==> src/rtl/time_of_day_clock.sv <==
// time_of_day_clock
//   Real-time time-of-day counter feeding the dose-time comparator. The system
//   clock is divided down to a 1 Hz tick that advances a 24-hour
//   hours:minutes:seconds counter. The time is loaded one field at a time
//   through a strobed set port.
//
// Optional feature macro: SIM_PRESCALE_EN
//   When defined, the prescaler terminal count is SIM_DIV-1 for fast
//   simulation. When undefined, it is CLK_HZ-1.
//
// Parameters
//   CLK_HZ   system clock frequency in Hz
//   SIM_DIV  prescaler length used when SIM_PRESCALE_EN is defined
//   PRESC_W  prescaler width; 2**PRESC_W must exceed the prescaler length
//
// Ports
//   clock       in   system clock, rising-edge active
//   reset       in   asynchronous active-high reset
//   run         in   1 = time advances, 0 = prescaler and counters frozen
//   set_strobe  in   single-cycle request to load one field
//   set_field   in   [1:0] 00 seconds, 01 minutes, 10 hours, 11 invalid
//   set_value   in   [5:0] value to load (hours uses [4:0])
//   seconds     out  [5:0] current seconds, 0..59
//   minutes     out  [5:0] current minutes, 0..59
//   hours       out  [4:0] current hours, 0..23
//   secondP     out  one-cycle pulse: a new second value is on the outputs
//   set_err     out  one-cycle pulse: the last set_strobe was rejected
module time_of_day_clock #(
  parameter int unsigned CLK_HZ  = 50000000,
  parameter int unsigned SIM_DIV = 10,
  parameter int unsigned PRESC_W = 26
) (
  input  logic       clock,
  input  logic       reset,
  input  logic       run,
  input  logic       set_strobe,
  input  logic [1:0] set_field,
  input  logic [5:0] set_value,
  output logic [5:0] seconds,
  output logic [5:0] minutes,
  output logic [4:0] hours,
  output logic       secondP,
  output logic       set_err
);

`ifdef SIM_PRESCALE_EN
  localparam int unsigned TcInt = SIM_DIV - 1;
`else
  localparam int unsigned TcInt = CLK_HZ - 1;
`endif
  localparam logic [PRESC_W-1:0] Tc = PRESC_W'(TcInt);

  localparam logic [1:0] FieldSec  = 2'b00;
  localparam logic [1:0] FieldMin  = 2'b01;
  localparam logic [1:0] FieldHour = 2'b10;
  localparam logic [1:0] FieldBad  = 2'b11;

  logic [PRESC_W-1:0] presc_q, presc_d;
  logic [5:0]         sec_q, sec_d;
  logic [5:0]         min_q, min_d;
  logic [4:0]         hour_q, hour_d;
  logic               secp_q, secp_d;
  logic               err_q, err_d;

  logic tick;
  logic set_valid;
  logic set_ok;
  logic advance;

  assign tick = run && (presc_q == Tc);

  // Range check of the requested load. Hours compares all six bits so a set
  // bit 5 is rejected rather than silently truncated.
  always_comb begin
    set_valid = 1'b0;
    unique case (set_field)
      FieldSec:  set_valid = (set_value <= 6'd59);
      FieldMin:  set_valid = (set_value <= 6'd59);
      FieldHour: set_valid = (set_value <= 6'd23);
      FieldBad:  set_valid = 1'b0;
      default:   set_valid = 1'b0;
    endcase
  end

  assign set_ok = set_strobe && set_valid;

  // Any strobe, accepted or not, swallows a coincident tick.
  assign advance = tick && !set_strobe;

  // Prescaler: wraps on the tick edge even if the tick itself is dropped.
  // Loading seconds restarts the second so the next tick is a full period away.
  always_comb begin
    presc_d = presc_q;
    if (run) begin
      if (tick) begin
        presc_d = '0;
      end else begin
        presc_d = presc_q + PRESC_W'(1);
      end
    end
    if (set_ok && (set_field == FieldSec)) begin
      presc_d = '0;
    end
  end

  // Time counters with seconds -> minutes -> hours carry.
  always_comb begin
    sec_d  = sec_q;
    min_d  = min_q;
    hour_d = hour_q;
    if (set_ok) begin
      unique case (set_field)
        FieldSec:  sec_d  = set_value;
        FieldMin:  min_d  = set_value;
        FieldHour: hour_d = set_value[4:0];
        default:   ;
      endcase
    end else if (advance) begin
      if (sec_q == 6'd59) begin
        sec_d = 6'd0;
        if (min_q == 6'd59) begin
          min_d = 6'd0;
          if (hour_q == 5'd23) begin
            hour_d = 5'd0;
          end else begin
            hour_d = hour_q + 5'd1;
          end
        end else begin
          min_d = min_q + 6'd1;
        end
      end else begin
        sec_d = sec_q + 6'd1;
      end
    end
  end

  always_comb begin
    secp_d = advance;
    err_d  = set_strobe && !set_valid;
  end

  always_ff @(posedge clock or posedge reset) begin
    if (reset) begin
      presc_q <= '0;
      sec_q   <= 6'd0;
      min_q   <= 6'd0;
      hour_q  <= 5'd0;
      secp_q  <= 1'b0;
      err_q   <= 1'b0;
    end else begin
      presc_q <= presc_d;
      sec_q   <= sec_d;
      min_q   <= min_d;
      hour_q  <= hour_d;
      secp_q  <= secp_d;
      err_q   <= err_d;
    end
  end

  assign seconds = sec_q;
  assign minutes = min_q;
  assign hours   = hour_q;
  assign secondP = secp_q;
  assign set_err = err_q;

endmodule

==> config.mk <==
export PLATFORM = sky130hd
export DESIGN_NAME = time_of_day_clock
export DESIGN_NICKNAME = d
export VERILOG_FILES = /design/src/rtl/time_of_day_clock.sv
export SDC_FILE = /design/constraint.sdc
export NUM_CORES = 1
export LEC_CHECK = 0
export CORE_MARGIN = 2
export CORE_UTILIZATION = 57
export CTS_CLUSTER_DIAMETER = 120
export DETAILED_ROUTE_END_ITERATION = 10
export PLACE_DENSITY = 0.93
export SLEW_MARGIN = 0
export SYNTH_ARGS = -nofsm -noshare
export SYNTH_HDL_FRONTEND = slang
export SYNTH_SLANG_ARGS = --single-unit
==> constraint.sdc <==
create_clock -name clock -period 2.7 [get_ports clock]
set_clock_uncertainty 0.15 [all_clocks]
set_input_delay 0.27 -clock clock [delete_from_list [all_inputs] [get_ports clock]]
set_output_delay 0.27 -clock clock [all_outputs]
set_load 0.01 [all_outputs]
# ---- Yosys cells after proc, flatten, opt, wreduce, memory -nomap -nowiden
# Index checks and enable logic that the tools add are counted.
dict set report word_totals {
  ff_bits 45
  out_inout_bits 19
  elab_cells 57
}
dict set report op_classes {
  n_addsub 4
  order_cmp 2
  eq_ne 10
  muxes 19
  reduce_logical 16
}
# cell n
set ops {}
lappend ops {{$mux 26} 3}
lappend ops {{$mux 6} 9}
lappend ops {{$mux 5} 6}
lappend ops {{$add 26x1->26 const B} 1}
lappend ops {{$eq 26x26->1 const B} 1}
lappend ops {{$add 6x1->6 const B} 2}
lappend ops {{$eq 6x6->1 const B} 2}
lappend ops {{$reduce_bool 2->1} 4}
lappend ops {{$le 6x5->1 const B} 1}
lappend ops {{$le 6x6->1 const B} 1}
lappend ops {{$ne 2x1->1 const B} 3}
lappend ops {{$add 5x1->5 const B} 1}
lappend ops {{$eq 5x5->1 const B} 1}
lappend ops {{$logic_and 1x1->1} 5}
lappend ops {{$eq 2x2->1 const B} 2}
lappend ops {{$reduce_and 4->1} 1}
lappend ops {{$pmux 1 s3} 1}
lappend ops {{$reduce_and 3->1} 1}
lappend ops {{$eq 2x1->1 const B} 1}
lappend ops {{$logic_not 1->1} 2}
lappend ops {{$logic_not 2->1} 1}
lappend ops {{$reduce_and 2->1} 1}
lappend ops {{$reduce_or 2->1} 1}

# ---- Logic depth before layout (Yosys ltp)
dict set report depth {
  ltp_word 6
  depth_mapped 7
  mapped_depth_nobuf 6
}

# ---- Worst setup path before layout
# Ideal clock, no wire load.
dict set report synth_timing {
  path_kind {reg-to-reg}
  start {register presc_q[0]}
  end {register min_q[0] (netlist: minutes[0])}
  setup_time_ns 0.125
  arrival_ns 1.876
  slack_ns 0.549
  stages_incl_launch_ff 8
  period_less_slack_ns 2.151
  cell_sequence {dfrtp_1 > ha_1 > nand2_4 > nand4b_4 > nor4_4 > or2_1 > buf_6 > mux2_4}
}
dict set report synth_between {
  elab_chain_cells 5
}
# item line_no
set synth_lines {}
lappend synth_lines {{start: declaration} 58} ;# logic [PRESC_W-1:0] presc_q, presc_d;
lappend synth_lines {{start signal: assignment} 151} ;# presc_q <= presc_d;
lappend synth_lines {{$eq 26x26->1} 70} ;# assign tick = run && (presc_q == Tc);
lappend synth_lines {{$logic_and 1x1->1} 70}
lappend synth_lines {{$logic_and 1x1->1} 88} ;# assign advance = tick && !set_strobe;
lappend synth_lines {{$reduce_bool 2->1 (no source line)} n/a}
lappend synth_lines {{$reduce_and 3->1 (no source line)} n/a}
lappend synth_lines {{end signal: assignment} 153} ;# min_q <= min_d;
lappend synth_lines {{end: declaration} 60} ;# logic [5:0] min_q, min_d;
# No other way between the ends.
# A chain may end at the register's enable or synchronous reset.

# ---- Final worst setup path
dict set report layout_timing {
  start {register presc_q[2]}
  end {register presc_q[23]}
}
dict set report layout_between {
  elab_chain_cells 5
}
# item line_no
set layout_lines {}
lappend layout_lines {{parallel branches: the longest is 2 deep, another holds $add 26x1->26} n/a}
lappend layout_lines {{$mux 26 (*)} 95} ;# if (tick) begin
lappend layout_lines {{$mux 26 (*)} 94} ;# if (run) begin
lappend layout_lines {{$mux 26 (*)} 101} ;# if (set_ok && (set_field == FieldSec)) begin
# Mark *: on every way between the ends. The select of a mux whose other input is x is not followed.

==> impl_table.tex <==
\begin{tabular}{lr}
\hline
Metric & Value \\
\hline
\multicolumn{2}{l}{\textbf{Floorplan}} \\
I/O pin total & 31 \\
Standard-cell rows & 25 \\
Full die area & around 0.0055 mm2 \\
Placeable core region & approximately 0.0047 mm2 \\
Starting density of the core & 59.4\% \\
Chip Height & approximately 74 um \\
DIE WIDTH & around 74 um \\
\multicolumn{2}{l}{\textbf{Timing}} \\
Measured slew at the worst slew-check pin & around 0.7 ns \\
Final Hold Slack & roughly 0.27 ns \\
Hold violation total from the final report & 0 \\
Maximum clock frequency & between 400 and 500 MHz \\
Final Max Slew Viols & 0 \\
Tmin final & between 2 and 2.5 ns \\
Setup-failing EPs final & 0 \\
Slew Limit Headroom & between 50 and 60\% \\
Final period util & approximately 85\% \\
Setup repair after global routing missed its margin & false \\
Sum of negative setup slack & 0 ns \\
\multicolumn{2}{l}{\textbf{Final layout}} \\
Leading cell type in the layout, fill and taps excluded & dfrtp\_1 \\
Ant. Diodes & 0 \\
Most used cells in the layout excluding fill and tap cells & 45 x dfrtp\_1, 33 x nor2\_1, 30 x clkdlybuf4s50\_1 \\
Proportion of layout cells with a drive suffix above 1 & approximately 13\% \\
Nets@finish & approximately 340 \\
Fill count & $\sim$330 \\
Post-synthesis to final-layout area growth & 17.6\% \\
\multicolumn{2}{l}{\textbf{Critical path}} \\
Critical path class & reg -> reg \\
Required time of the critical path & $\sim$2.8 ns \\
Critical path capture point type & register \\
Biggest fanout along the worst timing path & 12 \\
Crit path DAT & $\sim$2.4 ns \\
Startpoint type of the worst setup path & register \\
Reg-to-reg setup timing slack & approximately 0.40 ns \\
\multicolumn{2}{l}{\textbf{Yosys}} \\
Share of flip-flops with an asynchronous set or reset & 100\% \\
Syn Std Cell Area & between 0.002 and 0.003 mm2 \\
Number of enable-type register cells in the synthesized netlist & 0 \\
Flop and latch count out of synthesis & between 40 and 50 \\
Fraction of the yosys area taken by sequential cells & 40.1\% \\
Leading register cell type out of synthesis & dfrtp\_1 \\
Synthesis Warnings & 0 \\
Mean instance size in the synthesized netlist & about 9.6 um2 \\
Number of different library cells in the post-synthesis netlist & 62 \\
Gate count of the mapped netlist & $\sim$300 \\
Post-synthesis net count & approximately 310 \\
\multicolumn{2}{l}{\textbf{Route}} \\
Total number of vias & approximately 2.5k \\
DRC errors left & 0 \\
Number of DRC markers in iteration 0 & around 300 \\
Routed Antenna Nets & 0 \\
Overall routed net length & between 6000 and 7000 um \\
Number of detailed-route iterations in the first pass & 6 \\
Mean number of vias per cell & around 6.3 \\
Avg WL per Cell & $\sim$17 um \\
\multicolumn{2}{l}{\textbf{Clocking}} \\
Number of buffers inserted to repair setup after CTS & 0 \\
Level count of the clock H-tree & 2 \\
Insertion delay to the later sink of the worst-skew pair & between 0.3 and 0.4 ns \\
Clock tree root driver cell & clkbuf\_8 \\
Maximum number of buffers from clock root to sink & 2 \\
TritonCTS Buffers & 5 \\
TritonCTS clock tree & done \\
Resized cells post-CTS & 0 \\
\# clock sinks & 45 \\
Clock transition at the registers of the reported paths & approximately 0.09 ns \\
Number of buffers inserted for hold repair after clock tree synthesis & 0 \\
\multicolumn{2}{l}{\textbf{Pwr}} \\
Total Power & approximately 2.2 mW \\
PwrDens & 659 mW/mm2 \\
Worst IR Drop VDD & just over 0.5 mV \\
Leakage component of the power & approximately 1.4 nW \\
\multicolumn{2}{l}{\textbf{Global route}} \\
Met2 GRT Util & between 40\% and 50\% \\
Number of antenna violations at the first check in global routing & 0 \\
Wire length of the first global-routing pass & 11500 um \\
Maximum number of pins on one net before global-route repair & 46 \\
Met3 usage & around 5.0\% \\
Grt total ovfl & 0 \\
Met1 usage in global routing & between 30 and 40\% \\
GRT Overall Usage & approximately 27\% \\
Most congested layer reported by global routing & met2 \\
Number of global-route vias before repair & $\sim$2.4k \\
\multicolumn{2}{l}{\textbf{Flow run}} \\
Max-capacitance violation count & 0 \\
\multicolumn{2}{l}{\textbf{Placement}} \\
Routability Congestion & approximately 0.95 \\
DPL Wire Length & approximately 4700 um \\
Number of input and output port buffers inserted & 30 \\
\multicolumn{2}{l}{\textbf{Hold path}} \\
Type of the most critical hold path & in -> async \\
\multicolumn{2}{l}{\textbf{Outcome}} \\
Result of the run & finished clean \\
\hline
\end{tabular}
[logic make-up (layout without fill, tap and decap cells)]
logic type                 count (synthesis)  after routing  synth area share (%)
AOI/OAI and AO/OA                         50             50                  12.5
xor gates and xnor gates                  23             23                  7.18
adders and majority gates                  4              4                  1.78
buffers and inverters                     17             53                  3.84
DFF                                       45             45                  40.1
muxes                                      6              6                  2.50
and+or+nand+nor                          148            148                  32.1
[report_power, final]
group          switching, mW  internal (mW)
clock network          0.247          0.277
logic                  0.321          0.378
registers              0.159          0.790
[area by class of cell]
| cell class | instances | area [um2] | area share, % |
|---|---|---|---|
| Sequential cell | 45 | 1130 | 34.1 |
| Clock buffer | 5 | 68.8 | 2.09 |
| Inverter | 3 | 11.3 | 0.341 |
| Tap cell | 67 | 83.8 | 2.54 |
| Timing Repair Buffer | 42 | 390 | 11.8 |
| Multi-Input combinational cell | 231 | 1570 | 47.6 |
| Clock inverter | 3 | 46.3 | 1.40 |
[metrics by stage]
stage / cells / util, % / setup slack [ns] / area, um2
after detailed placement: 388 / 67.4 / 0.231 / 3180
after global placement: 388 / 67.4 / 0.312 / 3180
after floorplan: 293 / - / 0.549 / 2810
after CTS: 396 / 69.8 / 0.443 / 3300
after global routing: 396 / 69.8 / 0.307 / 3300
final: 396 / 69.8 / 0.402 / 3300
[path summary, 6_finish.rpt]
kind                                        start                       to  depth (start not counted)
setup / recovery           presc_q[2]$_DFFE_PP0P_  presc_q[23]$_DFFE_PP0P_                          6
hold / removal                              reset        secondP$_DFF_PP0_                          3
setup reg to reg           presc_q[2]$_DFFE_PP0P_  presc_q[23]$_DFFE_PP0P_                          6
hold reg to reg            presc_q[5]$_DFFE_PP0P_   presc_q[5]$_DFFE_PP0P_                          2
max in group asynchronous                   reset   seconds[3]$_DFFE_PP0P_                          3
min in group clock         presc_q[5]$_DFFE_PP0P_   presc_q[5]$_DFFE_PP0P_                          2
[sequential cells by signal, indices dropped and copies added, names as in the netlist]
name	flops
set_err	1
hours	5
seconds	6
minutes	6
secondP	1
presc_q	26
[cells in the mapped netlist, types with 2 or more instances]
library cell	n	area, um2
dfrtp_1	45	1130
nor2_1	33	124
nand2_1	23	86.3
xnor2_1	20	175
nand3_1	18	90.1
a21oi_1	11	55.1
nor4_1	11	68.8
nor3_1	10	50.1
nand4_1	8	50.1
o21ai_0	8	40.0
o2bb2ai_1	6	52.6
and3_1	5	31.3
buf_2	5	25.0
a22o_1	4	35.0
a31oi_1	4	25.0
and4_1	4	35.0
ha_1	4	50.1
nand2b_1	4	25.0
nor3b_1	4	30.0
o22ai_1	4	25.0
buf_6	3	33.8
clkbuf_1	3	11.3
inv_1	3	11.3
mux2_2	3	33.8
nor2b_1	3	18.8
nor4b_1	3	26.3
or2_2	3	18.8
xor2_1	3	26.3
nor3_2	2	20.0
nor4b_2	2	30.0
o211a_1	2	20.0
o31ai_1	2	15.0
[worst max-delay path: stages (launching register included)]
cell	delay, ns
dfrtp_1	0.43
and4_1	0.41
nand4_1	0.15
buf_4	0.21
nor4_1	0.41
mux2i_1	0.17
nor4b_2	0.28
[routing by layer]
layer  routed length, um  part of all wire [%]
met1                3050                    45
met2                3100                    46
met3                 480                   7.1
met4                  93                   1.4
met5                   0                     0
Power figures use the tool's default switching activity.
